[config.mk]
export PLATFORM = sky130hd
export DESIGN_NAME = ts_packet_framer_flat
export DESIGN_NICKNAME = d
export VERILOG_FILES = /design/src/rtl/ts_packet_framer_if.sv /design/src/rtl/ts_packet_framer.sv /design/src/flat_wrapper.sv
export SDC_FILE = /design/constraint.sdc
export NUM_CORES = 1
export LEC_CHECK = 0
export CORE_AREA = 2 2 60 62
export CTS_CLUSTER_SIZE = 25
export DETAILED_ROUTE_END_ITERATION = 8
export DIE_AREA = 0 0 62 64
export PLACE_DENSITY = 0.7
export SLEW_MARGIN = 20
export SYNTH_ARGS = -nofsm -noshare
export SYNTH_HDL_FRONTEND = slang
export SYNTH_SLANG_ARGS = --single-unit
export TNS_END_PERCENT = 30
[constraint.sdc]
create_clock -name clk -period 1.66 [get_ports clk]
set_input_delay 0.332 -clock clk [delete_from_list [all_inputs] [get_ports clk]]
set_output_delay 0.332 -clock clk [all_outputs]
set_load 0.02 [all_outputs]
[src/rtl/ts_packet_framer_if.sv]
// ts_packet_framer_if: payload input handshake and transport byte output
// bundle for the TS packetiser. The framer uses the slave modport; the
// payload source / channel side uses the master modport.
interface ts_packet_framer_if;
    logic       byte_en;
    logic [7:0] data_in;
    logic       data_valid;
    logic       data_ready;
    logic       pusi;
    logic [7:0] byte_out;
    logic       valid;
    logic       sync;
    logic       pkt_done;
    logic [3:0] cc;

    modport master (
        output byte_en, data_in, data_valid, pusi,
        input  data_ready, byte_out, valid, sync, pkt_done, cc
    );

    modport slave (
        input  byte_en, data_in, data_valid, pusi,
        output data_ready, byte_out, valid, sync, pkt_done, cc
    );
endinterface

[src/rtl/ts_packet_framer.sv]
// ts_packet_framer: transmit-side MPEG-2 TS packetiser. Emits 188-byte
// packets (4-byte header with sync 0x47, PID 0x100 and continuity counter,
// then 184 payload bytes), one byte per byte_en slot, registered outputs.
// Optional build macro NULL_STUFFING_EN: idle slots start a null packet
// (PID 0x1FFF) so the output carries a byte on every slot.
module ts_packet_framer (
    input  logic               clk,
    input  logic               rst,
    ts_packet_framer_if.slave  bus
);
    localparam logic [12:0] PID      = 13'h100;
    localparam logic [7:0]  SYNC     = 8'h47;
    localparam logic [7:0]  LAST_IDX = 8'd187;

    typedef enum logic [1:0] {
        IDLE,
        HEADER,
        PAYLOAD
`ifdef NULL_STUFFING_EN
        , NULLPKT
`endif
    } state_t;

    state_t     state, state_n;
    logic [7:0] idx, idx_n;
    logic [3:0] cc_q, cc_n;
    logic       pusi_l, pusi_n;
    logic [7:0] byte_q, byte_n;
    logic       valid_q, valid_n;
    logic       sync_q, sync_n;
    logic       done_q, done_n;

    assign bus.data_ready = bus.byte_en & (state == PAYLOAD);
    assign bus.byte_out   = byte_q;
    assign bus.valid      = valid_q;
    assign bus.sync       = sync_q;
    assign bus.pkt_done   = done_q;
    assign bus.cc         = cc_q;

    // State, byte index, counter and registered output stage
    always_ff @(posedge clk or negedge rst) begin
        if (!rst) begin
            state   <= IDLE;
            idx     <= '0;
            cc_q    <= '0;
            pusi_l  <= 1'b0;
            byte_q  <= '0;
            valid_q <= 1'b0;
            sync_q  <= 1'b0;
            done_q  <= 1'b0;
        end else begin
            state   <= state_n;
            idx     <= idx_n;
            cc_q    <= cc_n;
            pusi_l  <= pusi_n;
            byte_q  <= byte_n;
            valid_q <= valid_n;
            sync_q  <= sync_n;
            done_q  <= done_n;
        end
    end

    // Next-state and next-byte decision, taken only on byte_en slots
    always_comb begin
        state_n = state;
        idx_n   = idx;
        cc_n    = cc_q;
        pusi_n  = pusi_l;
        byte_n  = byte_q;
        valid_n = 1'b0;
        sync_n  = 1'b0;
        done_n  = 1'b0;
        if (bus.byte_en) begin
            case (state)
                IDLE: begin
                    // data_in is not consumed here; the header goes first
                    if (bus.data_valid) begin
                        byte_n  = SYNC;
                        valid_n = 1'b1;
                        sync_n  = 1'b1;
                        pusi_n  = bus.pusi;
                        idx_n   = 8'd1;
                        state_n = HEADER;
                    end
`ifdef NULL_STUFFING_EN
                    else begin
                        byte_n  = SYNC;
                        valid_n = 1'b1;
                        sync_n  = 1'b1;
                        idx_n   = 8'd1;
                        state_n = NULLPKT;
                    end
`endif
                end
                HEADER: begin
                    valid_n = 1'b1;
                    case (idx)
                        8'd1:    byte_n = {1'b0, pusi_l, 1'b0, PID[12:8]};
                        8'd2:    byte_n = PID[7:0];
                        default: byte_n = {4'b0001, cc_q};
                    endcase
                    idx_n = idx + 8'd1;
                    if (idx == 8'd3) state_n = PAYLOAD;
                end
                PAYLOAD: begin
                    // underflow stalls the packet; nothing is padded
                    if (bus.data_valid) begin
                        byte_n  = bus.data_in;
                        valid_n = 1'b1;
                        if (idx == LAST_IDX) begin
                            done_n  = 1'b1;
                            cc_n    = cc_q + 4'd1;
                            idx_n   = '0;
                            state_n = IDLE;
                        end else begin
                            idx_n = idx + 8'd1;
                        end
                    end
                end
`ifdef NULL_STUFFING_EN
                NULLPKT: begin
                    valid_n = 1'b1;
                    case (idx)
                        8'd1:    byte_n = 8'h1F;
                        8'd2:    byte_n = 8'hFF;
                        8'd3:    byte_n = 8'h10;
                        default: byte_n = 8'hFF;
                    endcase
                    if (idx == LAST_IDX) begin
                        done_n  = 1'b1;
                        idx_n   = '0;
                        state_n = IDLE;
                    end else begin
                        idx_n = idx + 8'd1;
                    end
                end
`endif
                default: state_n = IDLE;
            endcase
        end
    end
endmodule

[src/flat_wrapper.sv]
// flat-port wrapper written by rule: the top's interface ports become plain ports
module ts_packet_framer_flat 
  (clk, rst, bus_byte_en, bus_data_in, bus_data_valid, bus_pusi, bus_data_ready, bus_byte_out, bus_valid, bus_sync, bus_pkt_done, bus_cc);
  ts_packet_framer_if bus_i ();
  input  logic clk;
  input  logic rst;
  input wire logic [$bits(bus_i.byte_en)-1:0] bus_byte_en;
  input wire logic [$bits(bus_i.data_in)-1:0] bus_data_in;
  input wire logic [$bits(bus_i.data_valid)-1:0] bus_data_valid;
  input wire logic [$bits(bus_i.pusi)-1:0] bus_pusi;
  output wire logic [$bits(bus_i.data_ready)-1:0] bus_data_ready;
  output wire logic [$bits(bus_i.byte_out)-1:0] bus_byte_out;
  output wire logic [$bits(bus_i.valid)-1:0] bus_valid;
  output wire logic [$bits(bus_i.sync)-1:0] bus_sync;
  output wire logic [$bits(bus_i.pkt_done)-1:0] bus_pkt_done;
  output wire logic [$bits(bus_i.cc)-1:0] bus_cc;
  assign bus_i.byte_en = bus_byte_en;
  assign bus_i.data_in = bus_data_in;
  assign bus_i.data_valid = bus_data_valid;
  assign bus_i.pusi = bus_pusi;
  assign bus_data_ready = bus_i.data_ready;
  assign bus_byte_out = bus_i.byte_out;
  assign bus_valid = bus_i.valid;
  assign bus_sync = bus_i.sync;
  assign bus_pkt_done = bus_i.pkt_done;
  assign bus_cc = bus_i.cc;
  ts_packet_framer u_core (.clk(clk), .rst(rst), .bus(bus_i));
endmodule
==> metrics <==
status finished with violations; failing checks negative setup slack; Synth Instances 145; Max FO, Critical Path 3; vias in the first global route 1,388; fin crit period 1.78 ns; Rows 21; Yosys reg bits 26; area share of the largest cell type after synthesis 0.444; routed vias 1,391; sequential area share after synthesis 0.444; Clock Pin Slew Worst Setup and Hold Paths 0.14 ns; Crit path top cell by count buf_6; Final Worst Setup Slack -0.118 ns; Slowest cell on crit path or4_4; Compound-Gate Fraction of Synth Area 0.150; grt ovf 0; Worst path top cell family by delay simple AND/OR/NAND/NOR gates; I/O pin count 29; Clock Skew 0.0105 ns; mux share of post-synthesis cell area 0.0291; Die Area 3970 um2; Tcrit/Tclk final 1.07; critical path arrival 2.04 ns; Unique masters post-synth 40; Adder-Cell Fraction of Synth Area 0.0769; synthesized area per cell 10.1 um2; Fillers 233; endpoints failing hold 0; Tot Pwr 0.00361 W; CP Capture Type flop; # DRC 0; Worst-Skew Late Latency 0.32 ns; most frequent cells in the layout buf_4 (32), dfrtp_1 (25), clkdlybuf4s50_1 (16), nand2_1 (15), buf_6 (10); critical path buffer and inverter count 3; max_slew headroom 0.764; Post-DP HPWL 2820 um; Core ar. 3280 um2; XOR/XNOR Fraction of Synth Area 0.0479; clk root buf clkbuf_4; Final Net Count 236; Syn Nets 167; Worst Hold Class primary input to asynchronous set/reset pin; Clock Path Buffers 2; wire per inst 16.0 um; Post-Synth Simple-Gate Area 0.215; Max Cap Violations 0; first-pass GRT wire length 6420 um; Vias/cell 5.37; max frequency 562 MHz; largest net degree at the start of global routing 27; crit start category flop; area delta synth->final 62.1%; Total GRT Usage 0.210; Yosys Warn Count 0; final setup vio count 11; layout cells sized above 1 0.394; antenna diode count 0; Synth area leaders dfrtp_1 (44%), ha_1 (7.7%), nand2_1 (3.8%); ANT nets after route 0; Post-DP Area 2060 um2; final wirelength 4150 um; Power Dens Cells 1520 nW/um2; RSZ-0062 raised after global routing true; Final Max Slew Viols 0; Slew @ Worst Pin 0.353 ns; most common cell after layout, fill and taps aside buf_4; largest family of logic cells by synthesized area simple AND/OR/NAND/NOR gates; CTS Sinks 26; Starting Density 0.446; Die Ht 64 um; CTS Buf Count 3; Req. time, crit path 1.92 ns; cell area after synthesis 1460 um2; Die X 62 um; Iter 0 DRT Violations 104; top cell type by total area after synthesis dfrtp_1; critical path class flop to flop; crit-path cells buf_6 > buf_6 > ha_4 > nor2b_4 > buf_6 > nand2_4 > or4_4 > a21oi_2; initial antenna violation count 0; H-tree depth 1; slowest stage delay, CP 0.49 ns; CTS tree done; TritonRoute pass-1 iters 4; leakage power 1.10 nW; Finished Cell Area 2370 um2; Final Wtd Congestion 0.902; Worst VDD drop 0.791 mV; port bufs 28
==> synth_stat cells, drive strengths merged <==
cell type,n
xnor2,2
nand4b,2
nand2,16
nand4,4
o31ai,1
a31oi,6
o211ai,2
o32ai,1
o2111ai,2
o21a,3
mux2i,2
o21bai,1
a41oi,1
ha,9
and3,4
nand3,9
mux2,2
or4,2
or2,2
nor3,1
a211oi,1
inv,7
o41ai,1
clkbuf,1
a21boi,1
nor2,11
xor2,6
dfrtp,26
nand4bb,1
a21oi,4
buf,5
o21ai,1
o221ai,1
nor4,1
nor2b,3
and2,3
==> flip-flops by register name, summed over array words and instances, names as in the netlist <==
| name | cells |
|---|---|
| u_core.bus.cc | 4 |
| u_core.pusi_l | 1 |
| u_core.bus.valid | 1 |
| u_core.bus.byte_out | 8 |
| u_core.idx | 8 |
| u_core.bus.sync | 1 |
| u_core.bus.pkt_done | 1 |
| u_core.state | 2 |
==> worst paths after layout <==
kind                                        start                endpoint  slack, ns  cells after the start
max                               u_core.state[0]           u_core.idx[7]      -0.12                      8
min                                           rst           u_core.idx[6]       0.36                      2
max reg2reg                       u_core.state[0]           u_core.idx[7]      -0.12                      8
min reg2reg                u_core.bus.byte_out[7]  u_core.bus.byte_out[7]       0.50                      2
max in group asynchronous                     rst         u_core.state[1]       1.02                      2
min in group clk           u_core.bus.byte_out[7]  u_core.bus.byte_out[7]       0.50                      2
==> layout make-up <==
type | count | area, um2 | share of cell area
sequential | 26 | 652 | 0.275
tap | 46 | 57.6 | 0.0242
timing repair buffer | 70 | 643 | 0.271
clock buffer | 4 | 36.3 | 0.0153
multi-input combinational | 106 | 958 | 0.404
inverter | 7 | 26.3 | 0.0111
==> metrics by stage <==
stage               worst slack [ns]  utilization  cells  setup TNS (ns)  hold slack (ns)
floorplan                   -0.00812            -    145         -0.0161           0.0364
global placement              -0.206        0.628    248           -2.39            0.455
detailed placement            -0.289        0.628    248           -3.75            0.469
CTS                          -0.0993        0.645    253          -0.517            0.375
global route                  -0.181        0.723    259           -1.21            0.367
finish                        -0.118        0.723    259          -0.538            0.361
==> routing by layer <==
layer	wire length (um)	vias up	GRT usage
li1	-	652	-
met1	1740	700	0.279
met2	2230	35	0.350
met3	140	4	0.0202
met4	36	0	0.0691
met5	0	-	0
==> cells by family after synthesis <==
group	after synthesis
mux	4
compound gates	26
fa+ha+maj	9
flops	26
simple gates	59
xor+xnor	8
buf+inv	13
==> power by group <==
part	internal, W	switching, W
Sequential	0.000806	0.000138
Combinational	0.00118	0.00117
Clock	0.000134	0.000185
==> worst register-to-register path: stages (launching register included) <==
cell	delay [ns]
dfrtp_1	0.44
buf_6	0.13
buf_6	0.10
ha_4	0.15
nor2b_4	0.11
buf_6	0.12
nand2_4	0.05
or4_4	0.49
a21oi_2	0.14
==> what timing repair did <==
item                                    4_1_cts  5_1_grt
endpoints found under the hold margin         0        0
gates resized for setup                      17       46
endpoints found under the setup margin       23       27
buffers inserted                              1        6
hold buffers                                  0        0
pin swaps                                     2       11
Note: power is estimated with default switching activity, not from simulation.
